<file path="src/rtl/sram_ctrl.sv">
// Multi-cycle sequencer between the MEM stage and an external 32-bit async SRAM.
// Every SRAM-facing output is registered from the next state, so strobes never glitch.
module sram_ctrl #(
  parameter int ADDR_W    = 20,
  parameter int RD_CYCLES = 2,
  parameter int WR_CYCLES = 2
) (
  input  logic              clk,
  input  logic              rst,
  input  logic              mem_ce_n_i,
  input  logic              mem_we_n_i,
  input  logic              mem_oe_n_i,
  input  logic [3:0]        mem_be_n_i,
  input  logic [31:0]       mem_addr_i,
  input  logic [31:0]       mem_data_i,
  output logic [31:0]       rdata_o,
  output logic              stall_o,
  output logic [ADDR_W-1:0] sram_addr_o,
  output logic [31:0]       sram_data_o,
  output logic              sram_data_oe_o,
  input  logic [31:0]       sram_data_i,
  output logic              sram_ce_n_o,
  output logic              sram_oe_n_o,
  output logic              sram_we_n_o,
  output logic [3:0]        sram_be_n_o
);

  localparam int MAXC = (RD_CYCLES > WR_CYCLES) ? RD_CYCLES : WR_CYCLES;
  localparam int CW   = $clog2(MAXC) + 1;
  localparam logic [CW-1:0] RD_LAST = CW'(RD_CYCLES - 1);
  localparam logic [CW-1:0] WR_LAST = CW'(WR_CYCLES - 1);

  typedef enum logic [2:0] {
    IDLE, RD, WR_SETUP, WR_PULSE, WR_HOLD, DONE
  } state_t;

  state_t        state, state_nxt;
  logic [CW-1:0] cnt;
  logic          wr_req, rd_req;
  logic          addr_unused;

  // Write wins when both strobes are low.
  assign wr_req = !mem_ce_n_i && !mem_we_n_i;
  assign rd_req = !mem_ce_n_i &&  mem_we_n_i && !mem_oe_n_i;

  assign stall_o     = !rst && (wr_req || rd_req) && (state != DONE);
  assign addr_unused = ^{mem_addr_i[31:ADDR_W+2], mem_addr_i[1:0]};

  always_comb begin
    state_nxt = state;
    case (state)
      IDLE:     if (wr_req) state_nxt = WR_SETUP;
                else if (rd_req) state_nxt = RD;
      RD:       if (cnt == RD_LAST) state_nxt = DONE;
      WR_SETUP: state_nxt = WR_PULSE;
      WR_PULSE: if (cnt == WR_LAST) state_nxt = WR_HOLD;
      WR_HOLD:  state_nxt = DONE;
      DONE:     state_nxt = IDLE;
      default:  state_nxt = IDLE;
    endcase
  end

  always_ff @(posedge clk) begin
    if (rst) begin
      state          <= IDLE;
      cnt            <= '0;
      sram_ce_n_o    <= 1'b1;
      sram_oe_n_o    <= 1'b1;
      sram_we_n_o    <= 1'b1;
      sram_be_n_o    <= 4'hF;
      sram_addr_o    <= '0;
      sram_data_o    <= '0;
      sram_data_oe_o <= 1'b0;
      rdata_o        <= '0;
    end else begin
      state <= state_nxt;
      cnt   <= (state_nxt != state) ? '0 : cnt + 1'b1;

      // Strobe levels describe the state being entered.
      sram_ce_n_o    <= !(state_nxt inside {RD, WR_SETUP, WR_PULSE, WR_HOLD});
      sram_oe_n_o    <= (state_nxt != RD);
      sram_we_n_o    <= (state_nxt != WR_PULSE);
      sram_data_oe_o <= (state_nxt inside {WR_SETUP, WR_PULSE, WR_HOLD});

      // Request is captured only on leaving IDLE; later input changes are ignored.
      if (state == IDLE && state_nxt != IDLE) begin
        sram_addr_o <= mem_addr_i[ADDR_W+1:2];
        sram_be_n_o <= mem_be_n_i;
        sram_data_o <= mem_data_i;
      end else if (state_nxt == DONE) begin
        sram_be_n_o <= 4'hF;
      end

      if (state == RD && state_nxt == DONE)
        rdata_o <= sram_data_i;
    end
  end

endmodule

</file>
<file path="config.mk">
export PLATFORM = sky130hd
export DESIGN_NAME = sram_ctrl
export DESIGN_NICKNAME = d
export VERILOG_FILES = /design/src/rtl/sram_ctrl.sv
export SDC_FILE = /design/constraint.sdc
export NUM_CORES = 1
export LEC_CHECK = 0
export CAP_MARGIN = 20
export CELL_PAD_IN_SITES_DETAIL_PLACEMENT = 0
export CELL_PAD_IN_SITES_GLOBAL_PLACEMENT = 1
export CORE_ASPECT_RATIO = 2
export CORE_MARGIN = 2
export CORE_UTILIZATION = 23
export CTS_BUF_LIST = sky130_fd_sc_hd__clkbuf_16
export CTS_CLUSTER_SIZE = 28
export DETAILED_ROUTE_END_ITERATION = 8
export GPL_ROUTABILITY_DRIVEN = 0
export GPL_TIMING_DRIVEN = 0
export PLACE_DENSITY = 0.77
export RECOVER_POWER = 50
export SKIP_LAST_GASP = 1
export SYNTH_ARGS = -nofsm -noshare
export SYNTH_HDL_FRONTEND = slang
export SYNTH_SLANG_ARGS = --single-unit
</file>
<file path="constraint.sdc">
create_clock -name clk -period 1.4 [get_ports clk]
set_input_delay 0.14 -clock clk [delete_from_list [all_inputs] [get_ports clk]]
set_output_delay 0.14 -clock clk [all_outputs]
set_load 0.01 [all_outputs]
</file>
* Yosys cells after proc, flatten, opt, wreduce, memory -nomap -nowiden
Cells that the tools add are included.
** Cells by class
- Add/sub/neg operators :: 1
- Eq/ne operators :: 14
- Mux-type cells :: 7
- Reductions and logical operators :: 19
** Operators with widths (number)
- case mux 3 bit (5 select lines) :: 1
- equality test 3 x 2 -> 1 bit, second input constant :: 4
- 2-to-1 mux 3 bit :: 4
- equality test 3 bit, second input constant :: 3
- 2-to-1 mux 4 bit :: 2
- logical AND 1 bit :: 7
- equality test 3 x 1 -> 1 bit, second input constant :: 2
- nonzero test 3 bit :: 2
- logical NOT 1 bit :: 5
- nonzero test 4 bit :: 1
- logical NOT 3 bit :: 1
- inequality test 3 x 1 -> 1 bit, second input constant :: 1
- inequality test 3 x 2 -> 1 bit, second input constant :: 1
- inequality test 3 bit :: 1
- inequality test 3 bit, second input constant :: 1
- adder 2 x 1 -> 2 bit, second input constant :: 1
- equality test 2 x 1 -> 1 bit, second input constant :: 1
- nonzero test 2 bit :: 1
- OR reduction 2 bit :: 1
- logical OR 1 bit :: 1
** Word-level totals
- Bits in registers :: 97
- Input port bits :: 105

* Logic depth before layout (Yosys ltp)
- Word-level depth :: 9
- Depth in mapped cells :: 8

* Least setup slack after synthesis
Ideal clock, no wire load.
- Kind :: register to register
- Start point :: register state[2]
- End point :: register sram_addr_o[0]
- Data arrival time :: 1357 ps
- Setup slack :: -89 ps
- Stages on the path, launching flop included :: 7
- Cell sequence :: dfxtp_1 > or3_1 > or2_1 > buf_2 > buf_6 > nand2_1 > a21oi_1
** On the way
- Longest elaborated chain between the ends :: 5
** Ends and longest elaborated chain
- from (decl) :: line 37 : state_t state, state_nxt;
- from (signal assigned) :: line 76 : state <= state_nxt;
- 2-to-1 mux 3 bit :: line 53 : else if (rd_req) state_nxt = RD;
- 2-to-1 mux 3 bit :: line 52 : IDLE: if (wr_req) state_nxt = WR_SETUP;
- case mux 3 bit (5 select lines) :: line 51 : case (state)
- nonzero test 3 bit :: line 86 : if (state == IDLE && state_nxt != IDLE) begin
- logical AND 1 bit (*) :: line 86
- to (signal assigned) :: line 87 : sram_addr_o <= mem_addr_i[ADDR_W+1:2];
- to (decl) :: line 18 : output logic [ADDR_W-1:0] sram_addr_o,
Mark *: on every way between the ends. The rest lies on a longest branch, timed or not.
A chain may end at the register's enable or synchronous reset.

* Worst setup path in the final report
- Start point :: register state[1]
- End point :: register sram_data_o[1]
** On the way
- Longest elaborated chain between the ends :: 5
** Ends and longest elaborated chain
- 2-to-1 mux 3 bit :: line 53
- 2-to-1 mux 3 bit :: line 52
- case mux 3 bit (5 select lines) :: line 51
- nonzero test 3 bit :: line 86
- logical AND 1 bit (*) :: line 86
- to (signal assigned) :: line 89 : sram_data_o <= mem_data_i;
- to (decl) :: line 19 : output logic [31:0] sram_data_o,
Marked as above.

==> flow_summary.ini <==
[cts]
clockRootBuffer = clkbuf_16
cts_made_buffers = 9
insertion_delay_ns = 0.34
htreeDepth = 3
cts_tree = built
cts_sinks = 97
clk_pin_slew_ns = 0.07
cts_buffer_depth = 2
cts_hold_buf = 0

[place]
hpwlAfterDp_um = 9260
dp_cells = 813
port_buffers = 185

[global_routing]
first_global_vias = 3612
grt_pass1_wl_um = 18200
overflow = 0
grtUsageTotal = 0.145
grt_max_degree = 17
antenna_found_initial = 0

[timing]
maxSlewViolCount = 0
fin_crit_sh = 1.10
max-slew-margin-rel = 0.551
setup_ws_ns = -0.146
worstMarginPinSlew_ns = 0.673
finalCriticalPeriod_ns = 1.55
setup_viol_count_final = 93
clock_skew_ns = 0.00903
hold_viol_final = 0
max_freq_mhz = 647
grt_setup_unrepaired = yes

[finish]
fillCellCount = 1533
antenna_cells = 0
drive_gt1_frac = 0.179
area_growth_pct = 83.8
nets = 745
instances_no_fill = 839

[floorplan]
num_io_pins = 198
num_rows = 63
core_area_mm2 = 0.0148
chipWidth_um = 90.8
start_util = 0.234
dieArea_mm2 = 0.0161
die_h_um = 178

[logic_synthesis]
yosysWarnings = 0
ys_ff_latch = 97
synth.distinct_cells = 30
netlist_area_mm2 = 0.00347
synth.area.top_cells = dfxtp_1, nand2_1, a21oi_1
syn_nets = 539
ys_seq_area_frac = 0.560
synth_top_area_share = 0.560
yosys.area.top_type = dfxtp_1
syn_inst = 433
syn_avg_cell_area_um2 = 8.00

[drt]
finalWirelength_um = 12300
dr.pass1.iters = 4
ant_nets = 0
vias = 3679
drt-initial-drc-count = 71
post_drt_wl_per_cell_um = 14.6
drc = 0
routed_via_density = 4.38

[worst_setup_path]
critPathRequiredTime_ns = 1.60
path_class = flip-flop to flip-flop
crit_path_end_kind = flip-flop
arrival_ns = 1.74
crit_fanout = 10
startpoint_type = flip-flop

[hold_path]
hp-class = input pin to flip-flop

[power_and_ir_drop]
power.density_mw_per_mm2 = 1080
power_w = 0.00689
leakagePower_nw = 2.44
vdd_ir_drop_max_mv = 0.554

[status]
violations = negative setup slack
outcome = complete, but fails checks

[job]
maxCapViolations = 0
-- path summary, 6_finish.rpt --
| path | startpoint | end | slack (ns) | cells after the start |
|---|---|---|---|---|
| min reg2reg | cnt[0] | cnt[0] | 0.43 | 1 |
| max reg2reg | state[1] | sram_data_o[1] | -0.15 | 6 |
| max | state[1] | sram_data_o[1] | -0.15 | 6 |
| min | mem_addr_i[4] | sram_addr_o[2] | 0.34 | 3 |
-- where the power goes --
part / total, W / internal (W) / switching (W)
Sequential: 0.00307 / 0.00296 / 0.000112
Clock: 0.00225 / 0.00120 / 0.00105
Combinational: 0.00157 / 0.000847 / 0.000724
Total: 0.00689 / 0.00500 / 0.00189
-- critical path, cell delays in order, from the launching register on --
cell and delay [ns]:
dfxtp_1 0.32, or3_4 0.42, or2_4 0.26, buf_8 0.15, buf_6 0.14, nand2_1 0.06
a21oi_1 0.06
-- final cells by class --
class / instances / area [um^2] / share of cell area
repair buffers: 195 / 1920 / 0.301
clock inverters: 7 / 46.3 / 0.00727
inverters: 2 / 7.51 / 0.00118
clock buffers: 9 / 225 / 0.0353
well taps: 195 / 244 / 0.0383
flip-flops and latches: 97 / 1950 / 0.306
plain buffers: 31 / 293 / 0.0460
multi-input cells: 303 / 1690 / 0.266
-- per-stage QoR --
stage | utilization | instance area, um^2 | hold slack, ns | TNS, ns | worst slack (ns)
CTS | 0.418 | 6200 | 0.332 | -10.19 | -0.143
global placement | 0.377 | 5590 | 0.409 | -40.88 | -1.01
floorplan | - | 3500 | 0.276 | -1.57 | -0.0268
finish | 0.430 | 6370 | 0.343 | -8.89 | -0.146
global route | 0.430 | 6370 | 0.339 | -13.53 | -0.208
detailed placement | 0.377 | 5590 | 0.417 | -42.27 | -0.983
-- kinds of logic (layout without fill, tap and decap cells) --
family	after synthesis	in the layout	share of synthesized area
AOI/OAI and AO/OA	99	99	0.151
adders and majority gates	1	1	0.00361
buffers and inverters	33	244	0.0487
DFF	97	97	0.560
and+or+nand+nor	203	203	0.236
-- cell usage in the layout, fill, tap and decap left out, types with 2 or more instances in the layout --
cell type | Yosys | final
nand2_1 | 172 | 143
clkdlybuf4s50_1 | 0 | 121
dfxtp_1 | 97 | 93
a21oi_1 | 85 | 61
clkdlybuf4s25_1 | 0 | 33
a21oi_2 | 0 | 24
nand2_4 | 0 | 22
clkbuf_1 | 15 | 17
clkbuf_16 | 0 | 12
dlygate4sd2_1 | 0 | 12
dlymetal6s2s_1 | 0 | 9
buf_6 | 4 | 8
nor2_1 | 8 | 8
buf_2 | 12 | 7
nand2_2 | 0 | 7
nand2b_1 | 6 | 6
buf_4 | 0 | 5
clkbuf_4 | 0 | 4
o22ai_1 | 4 | 4
dfxtp_2 | 0 | 4
nor3_1 | 4 | 3
buf_8 | 0 | 3
buf_12 | 0 | 3
or3_4 | 0 | 2
o21ai_1 | 1 | 2
nand3_1 | 2 | 2
inv_1 | 2 | 2
nand3b_1 | 2 | 2
clkinv_2 | 0 | 2
clkinvlp_4 | 0 | 2
-- synth_stat cells --
library cell / number
or2_0: 1
dfxtp_1: 97
buf_2: 12
nor3b_1: 2
o21ai_1: 1
or3_1: 3
o21ai_0: 1
a21boi_1: 1
o22ai_1: 4
nand3_1: 2
a221o_1: 1
a21o_1: 1
nor2_1: 8
a221oi_1: 1
a21oi_1: 85
inv_1: 2
a21boi_0: 1
a31oi_1: 1
nand3b_1: 2
o21bai_1: 1
or2_1: 1
or3b_1: 1
ha_1: 1
buf_6: 4
nand2_1: 172
nor2_2: 1
o211ai_1: 1
clkbuf_1: 15
nor3_1: 4
nand2b_1: 6
-- repair_timing --
action / in CTS / in global routing
setup endpoints to repair: 107 / 147
pin swaps: 34 / 12
cloned: 3 / 0
gates resized for setup: 88 / 101
buffers inserted: 6 / 1
-- routing by layer --
| metal | vias up | share of wire | track usage |
|---|---|---|---|
| li1 | 1818 | - | - |
| met1 | 1720 | 0.35 | 0.132 |
| met2 | 125 | 0.58 | 0.299 |
| met3 | 16 | 0.048 | 0.0344 |
| met4 | 0 | 0.025 | 0.0574 |
| met5 | - | 0 | 0 |
-- registers in the layout, summed over array words and instances (netlist names), 2 cells and up --
| signal | cells |
|---|---|
| rdata_o | 32 |
| sram_data_o | 32 |
| sram_addr_o | 20 |
| sram_be_n_o | 4 |
| state | 3 |
| cnt | 2 |
(Power assumes the default switching activity.)
==> patch 1 (same flow settings) <==
Make the reset (`rst`) asynchronous in one clocked block.
--- a/src/rtl/sram_ctrl.sv
+++ b/src/rtl/sram_ctrl.sv
@@ -62,3 +62,3 @@
 
-  always_ff @(posedge clk) begin
+  always_ff @(posedge clk or posedge rst) begin
     if (rst) begin
Function: differs if rst is asserted again (counterexample within 4 cycles, from zero or initial values and one cycle with rst high); with rst held inactive, the same outputs for 10 cycles.
==> patch 1 against the original RTL <==
  * The flow still finishes with violations (setup timing)
  * Synthesized cell count fell by 45%
  * Synthesized area rose by 11%
  * Fmax rose by 0.96%
  * Final area rose by 5.5%
  * Worst setup slack improved by 0.015 ns
  * Sequential cell count did not move
  * Clock skew barely moved
  * Die area rose by 11%
  * Wire length fell by 17%
  * Largest cell class is now sequential cells
Power is not compared: it rests on default switching activity, and its combinational part moved more than twofold at a synthesized area within 25%.
==> patch 1: results (changes against the original RTL) <==
Status: finished with violations (unchanged). Failing checks: setup timing (unchanged). The worst hold-check path type was input pin to asynchronous set/reset pin (was input pin to flop).

The number of vias per cell after detailed routing is 4.15 (was 4.38). The share of synthesized area occupied by flip-flops and latches is 63.1% (was 56.0%). The number of failing setup endpoints in the final timing report is 77 (was 93). The total global-route track usage is 11.1% (was 14.5%). The first-pass GRT wire length came out at 15400 um (was 18200 um). The worst-case setup margin in the final layout came to -0.132 ns (was -0.146 ns).

The number of nets in the synthesized netlist is 342 (was 539). The via count of the first global-routing pass is 2941 (was 3612). The aggregate negative setup slack came out at -8.19 ns (was -8.89 ns). Top flop regs: rdata_o (32), sram_data_o (32), sram_addr_o (20) (unchanged). The proportion of synthesized flip-flops having asynchronous set or reset came out at 100% (was 0%). The number of nets in the layout came out at 556 (was 745). The number of DRC markers after the initial detailed-route iteration was 52 (was 71). The average detailed-routed wire length per instance was 15.4 um (was 14.6 um). The clock skew after layout came to 0.00900 ns (was 0.00903 ns). Most frequent cells after synthesis: sky130_fd_sc_hd__dfrtp_1, sky130_fd_sc_hd__mux2_2, sky130_fd_sc_hd__mux2_4 (was sky130_fd_sc_hd__nand2_1, sky130_fd_sc_hd__dfxtp_1, sky130_fd_sc_hd__a21oi_1). The portion of netlist area occupied by mux cells is 28.0% (was 0%). The half-perimeter wire length of the detailed placement result came out at 7190 um (was 9260 um).

The adder-cell share of the synthesized area is 0.324% (was 0.361%). The endpoint of the most critical setup path is sram_data_o[25] (was sram_data_o[1]). The average instance area after synthesis is 16.4 um2 (was 8.00 um2). The smallest hold slack came out at 0.338 ns (was 0.343 ns).

The total placed cells including tap cells is 630 (was 813). The pin count of the biggest net entering global routing came out at 43 (was 17). The fraction of the mapped netlist area in compound gates was 2.66% (was 15.1%).

The worst slack at placement came out at -0.507 ns (was -0.983 ns). The total vias in the final route came out at 2744 (was 3679). The transition at the pin with the smallest max-transition slack is 0.543 ns (was 0.673 ns). The count of unique library cells instantiated by Yosys is 26 (was 30). The depth of the most critical reg-to-reg path came out at 5 (was 6). The fraction of final layout cells with drive strength greater than 1 is 32.5% (was 17.9%).

The number of diodes added for antenna fixing is 0 (unchanged). The maximum net fanout on the critical path was 9 (was 10). Synth top area cells: sky130_fd_sc_hd__dfrtp_1, sky130_fd_sc_hd__mux2_4, sky130_fd_sc_hd__mux2_2 (was sky130_fd_sc_hd__dfxtp_1, sky130_fd_sc_hd__nand2_1, sky130_fd_sc_hd__a21oi_1).

The fill cell instance count of the final layout came out at 1578 (was 1533).
## patch 1: cell count changes after synthesis, sizes merged, moves of 3 or more
cell	change
nand2b	-3
dfxtp	-97
clkbuf	-15
or3	-3
o22a	+4
o22ai	-4
dfrtp	+90
nand2	-169
dfstp	+7
buf	-4
mux2	+84
a21oi	-82
## patch 1: worst max-delay path: stages (launching register included)
cell	delay [ns]
sky130_fd_sc_hd__dfrtp_2	0.44
sky130_fd_sc_hd__nor3_2	0.20
sky130_fd_sc_hd__nand2b_1	0.12
sky130_fd_sc_hd__buf_6	0.18
sky130_fd_sc_hd__clkbuf_16	0.17
sky130_fd_sc_hd__mux2_4	0.29
## patch 1: final cells by class
type | instances | area [um2] | share of cell area [%]
inverters | 3 | 15.0 | 0.223
flip-flops and latches | 97 | 2440 | 36.3
multi-input cells | 124 | 1490 | 22.2
repair buffers | 204 | 2080 | 30.9
clock buffers | 9 | 225 | 3.35
plain buffers | 11 | 175 | 2.61
well taps | 207 | 259 | 3.85
clock inverters | 7 | 38.8 | 0.577
## patch 1: routing by layer
metal  up-vias  global-route usage, %  part of all wire [%]  wire, um
met1      1319                   13.5                    42      4250
met5         -                      0                     0         0
met2       158                   17.6                    46      4670
met4         0                   3.46                   1.1       113
met3         9                   4.75                    12      1190
li1       1258                      -                     -         -
## patch 1: power by group through the flow
stage | Sequential, mW | Clock [mW] | Combinational [mW]
final | 5.02 | 2.22 | 7.12
after global routing | 5.19 | 2.46 | 7.62
after CTS | 5.04 | 2.33 | 7.30
after detailed placement | 5.07 | 0 | 6.82
after global placement | 4.99 | 0 | 6.78
after floorplan | 5.68 | 0 | 2.65
## patch 1: what timing repair did
item                                    in CTS  in global routing
gates cloned                                 2                  1
pin swaps                                    9                  2
endpoints found under the setup margin     122                139
resized for setup                           87                 61
buffers inserted                            11                  3
==> patch 2 (same flow settings) <==
Without the edit above. Change the parameter `WR_CYCLES` from 2 to 1.
--- a/src/rtl/sram_ctrl.sv
+++ b/src/rtl/sram_ctrl.sv
@@ -5,3 +5,3 @@
   parameter int RD_CYCLES = 2,
-  parameter int WR_CYCLES = 2
+  parameter int WR_CYCLES = 1
 ) (
Check against the original RTL: not equivalent (a bounded check fails within 4 cycles, from zero or initial values and one cycle with rst high).
==> patch 2 against the original RTL <==
  * The flow still finishes with violations (setup timing)
  * Synthesized area grew 2.9%
  * Worst setup slack better by 0.077 ns
  * Final cell count is 1.8% higher
  * Final area fell by 0.37%
  * Power grew 7.2%
  * Sequential cell count did not move
  * Wire length up 4.1%
  * First-iteration DRC count rose by 25%
  * Critical path type unchanged
  * Critical endpoint is now sram_be_n_o[2]
==> patch 2: results (changes against the original RTL) <==
The worst-case setup margin in the final layout came to -0.0695 ns (was -0.146 ns). The total detailed-routing wirelength is 12800 um (was 12300 um). The met2 usage came out at 29.6% (was 29.9%). The static leakage power was 2.30 nW (was 2.44 nW). Synth top area cells: sky130_fd_sc_hd__dfxtp_1, sky130_fd_sc_hd__nand2_1, sky130_fd_sc_hd__a21oi_1 (unchanged). The leading cell type by number of instances after synthesis is sky130_fd_sc_hd__nand2_1 (unchanged). The standard cell with the maximum stage delay on the critical path is sky130_fd_sc_hd__dfxtp_2 (was sky130_fd_sc_hd__or3_4). The number of nets in the layout came to 758 (was 745). The maximum net fanout on the critical path came out at 5 (was 10). The number of failing setup endpoints in the final timing report came to 75 (was 93). The hold path depth came out at 3 (unchanged). The arrival time at the worst endpoint came out at 1.70 ns (was 1.74 ns). Top flop regs: rdata_o (32), sram_data_o (32), sram_addr_o (20) (unchanged). The global-route track usage on met3 is 2.59% (was 3.44%). The half-perimeter wire length of the detailed placement result came out at 9530 um (was 9260 um). The largest stage delay on the critical path is 0.33 ns (was 0.42 ns). The fraction of final layout cells with drive strength greater than 1 is 15.9% (was 17.9%). The total global-route track usage is 15.0% (was 14.5%). The worst-case headroom to the max-slew limit came out at 59.9% (was 55.1%). The count of unique library cells instantiated by Yosys is 34 (was 30). The warning count from the yosys run came out at 0 (unchanged). The number of DRC markers after the initial detailed-route iteration was 89 (was 71). The root buffer cell is sky130_fd_sc_hd__clkbuf_16 (unchanged). The clock skew after layout came out at 0.00658 ns (was 0.00903 ns).

Failing checks: setup timing (unchanged). The maximum vdd drop is 0.000614 V (was 0.000554 V). Status: finished with violations (unchanged).

The maximum level of the CTS H-tree is 3 (unchanged). Most frequent cells after synthesis: sky130_fd_sc_hd__nand2_1, sky130_fd_sc_hd__dfxtp_1, sky130_fd_sc_hd__a21oi_1 (unchanged). The total vias in the final route came out at 3694 (was 3679). The number of buffers created by CTS is 9 (unchanged).

The depth of the most critical reg-to-reg path is 7 (was 6). The first-pass GRT wire length came out at 19600 um (was 18200 um). The fraction of met1 tracks used by global routing is 14.8% (was 13.2%). The via count of the first global-routing pass came out at 3801 (was 3612).

The worst slack at placement came out at -1.06 ns (was -0.983 ns). The internal cell power came out at 5.33 mW (was 5.00 mW). The kind of cell with the highest combined delay on the critical path is buffers and inverters (was simple AND/OR/NAND/NOR gates). The initial antenna violation count is 0 (unchanged). The number of nets in the synthesized netlist is 544 (was 539). The share of synthesized area occupied by flip-flops and latches came out at 54.5% (was 56.0%).

The pin count of the biggest net entering global routing was 18 (was 17).
-- patch 2: changes by cell type after synthesis, sizes merged, moves of 3 or more --
cell and delta:
buf +4, a2111oi +3, a21oi +3, clkbuf -3
or3 -3
-- patch 2: power groups by stage --
| stage | clock (mW) | sequential, mW | combinational, mW |
|---|---|---|---|
| floorplan | 0 | 3.21 | 0.628 |
| global placement | 0 | 3.13 | 1.53 |
| detailed placement | 0 | 3.14 | 1.56 |
| CTS | 2.63 | 3.08 | 1.72 |
| global route | 2.74 | 3.11 | 1.92 |
| finish | 2.52 | 3.09 | 1.78 |
-- patch 2: tightest hold or removal path, delay by kind of cell --
kind	cells	cell delay (ns)
buf+inv	1	0.39
simple gates	1	0.06
compound gates	1	0.05
-- patch 2: final cells by class --
class | count | area (um2)
buffer | 30 | 282
clock buffer | 9 | 225
clock inverter | 7 | 76.3
fill | 1553 | 8870
inverter | 4 | 15.0
multi-input combinational | 304 | 1580
sequential | 97 | 1950
tap | 198 | 248
timing repair buffer | 205 | 1970
-- patch 2: logic make-up after synthesis --
| family | after synthesis | share of synthesized area [%] |
|---|---|---|
| AOI/OAI and AO/OA | 105 | 16.7 |
| adders and majority gates | 2 | 0.702 |
| buffers and inverters | 36 | 5.51 |
| muxes | 1 | 0.281 |
| DFF | 97 | 54.5 |
| and+or+nand+nor | 196 | 22.4 |
-- patch 2: routing by layer --
metal	wire, um	vias to the layer above
met1	4570	1713
met2	7300	107
met5	0	-
met4	375	0
li1	-	1852
met3	525	22
-- patch 2: worst paths after layout --
| check | from | endpoint |
|---|---|---|
| setup reg to reg | state[1] | sram_be_n_o[2] |
| hold reg to reg | sram_data_o[3] | sram_data_o[3] |
| setup / recovery | state[1] | sram_be_n_o[2] |
| hold / removal | mem_data_i[24] | sram_data_o[24] |
-- patch 2: what timing repair did --
action | in CTS | in global routing
resized for setup | 84 | 71
hold buffers | 0 | 0
gates cloned | 2 | 2
pin swaps | 23 | 5
buffers inserted | 10 | 6
setup endpoints to repair | 111 | 135
-- patch 2: stage by stage --
stage          util, %  cell area [um2]  instances  setup TNS [ns]  hold WS (ns)
2_1_floorplan        -             3570        437               0         0.276
3_3_place_gp      37.2             5670        820          -46.08         0.441
3_5_place_dp      37.2             5670        820          -50.37         0.445
4_1_cts           40.9             6230        847           -2.45         0.333
5_1_grt           41.7             6350        854           -8.78         0.354
6_report          41.7             6350        854           -1.90         0.348
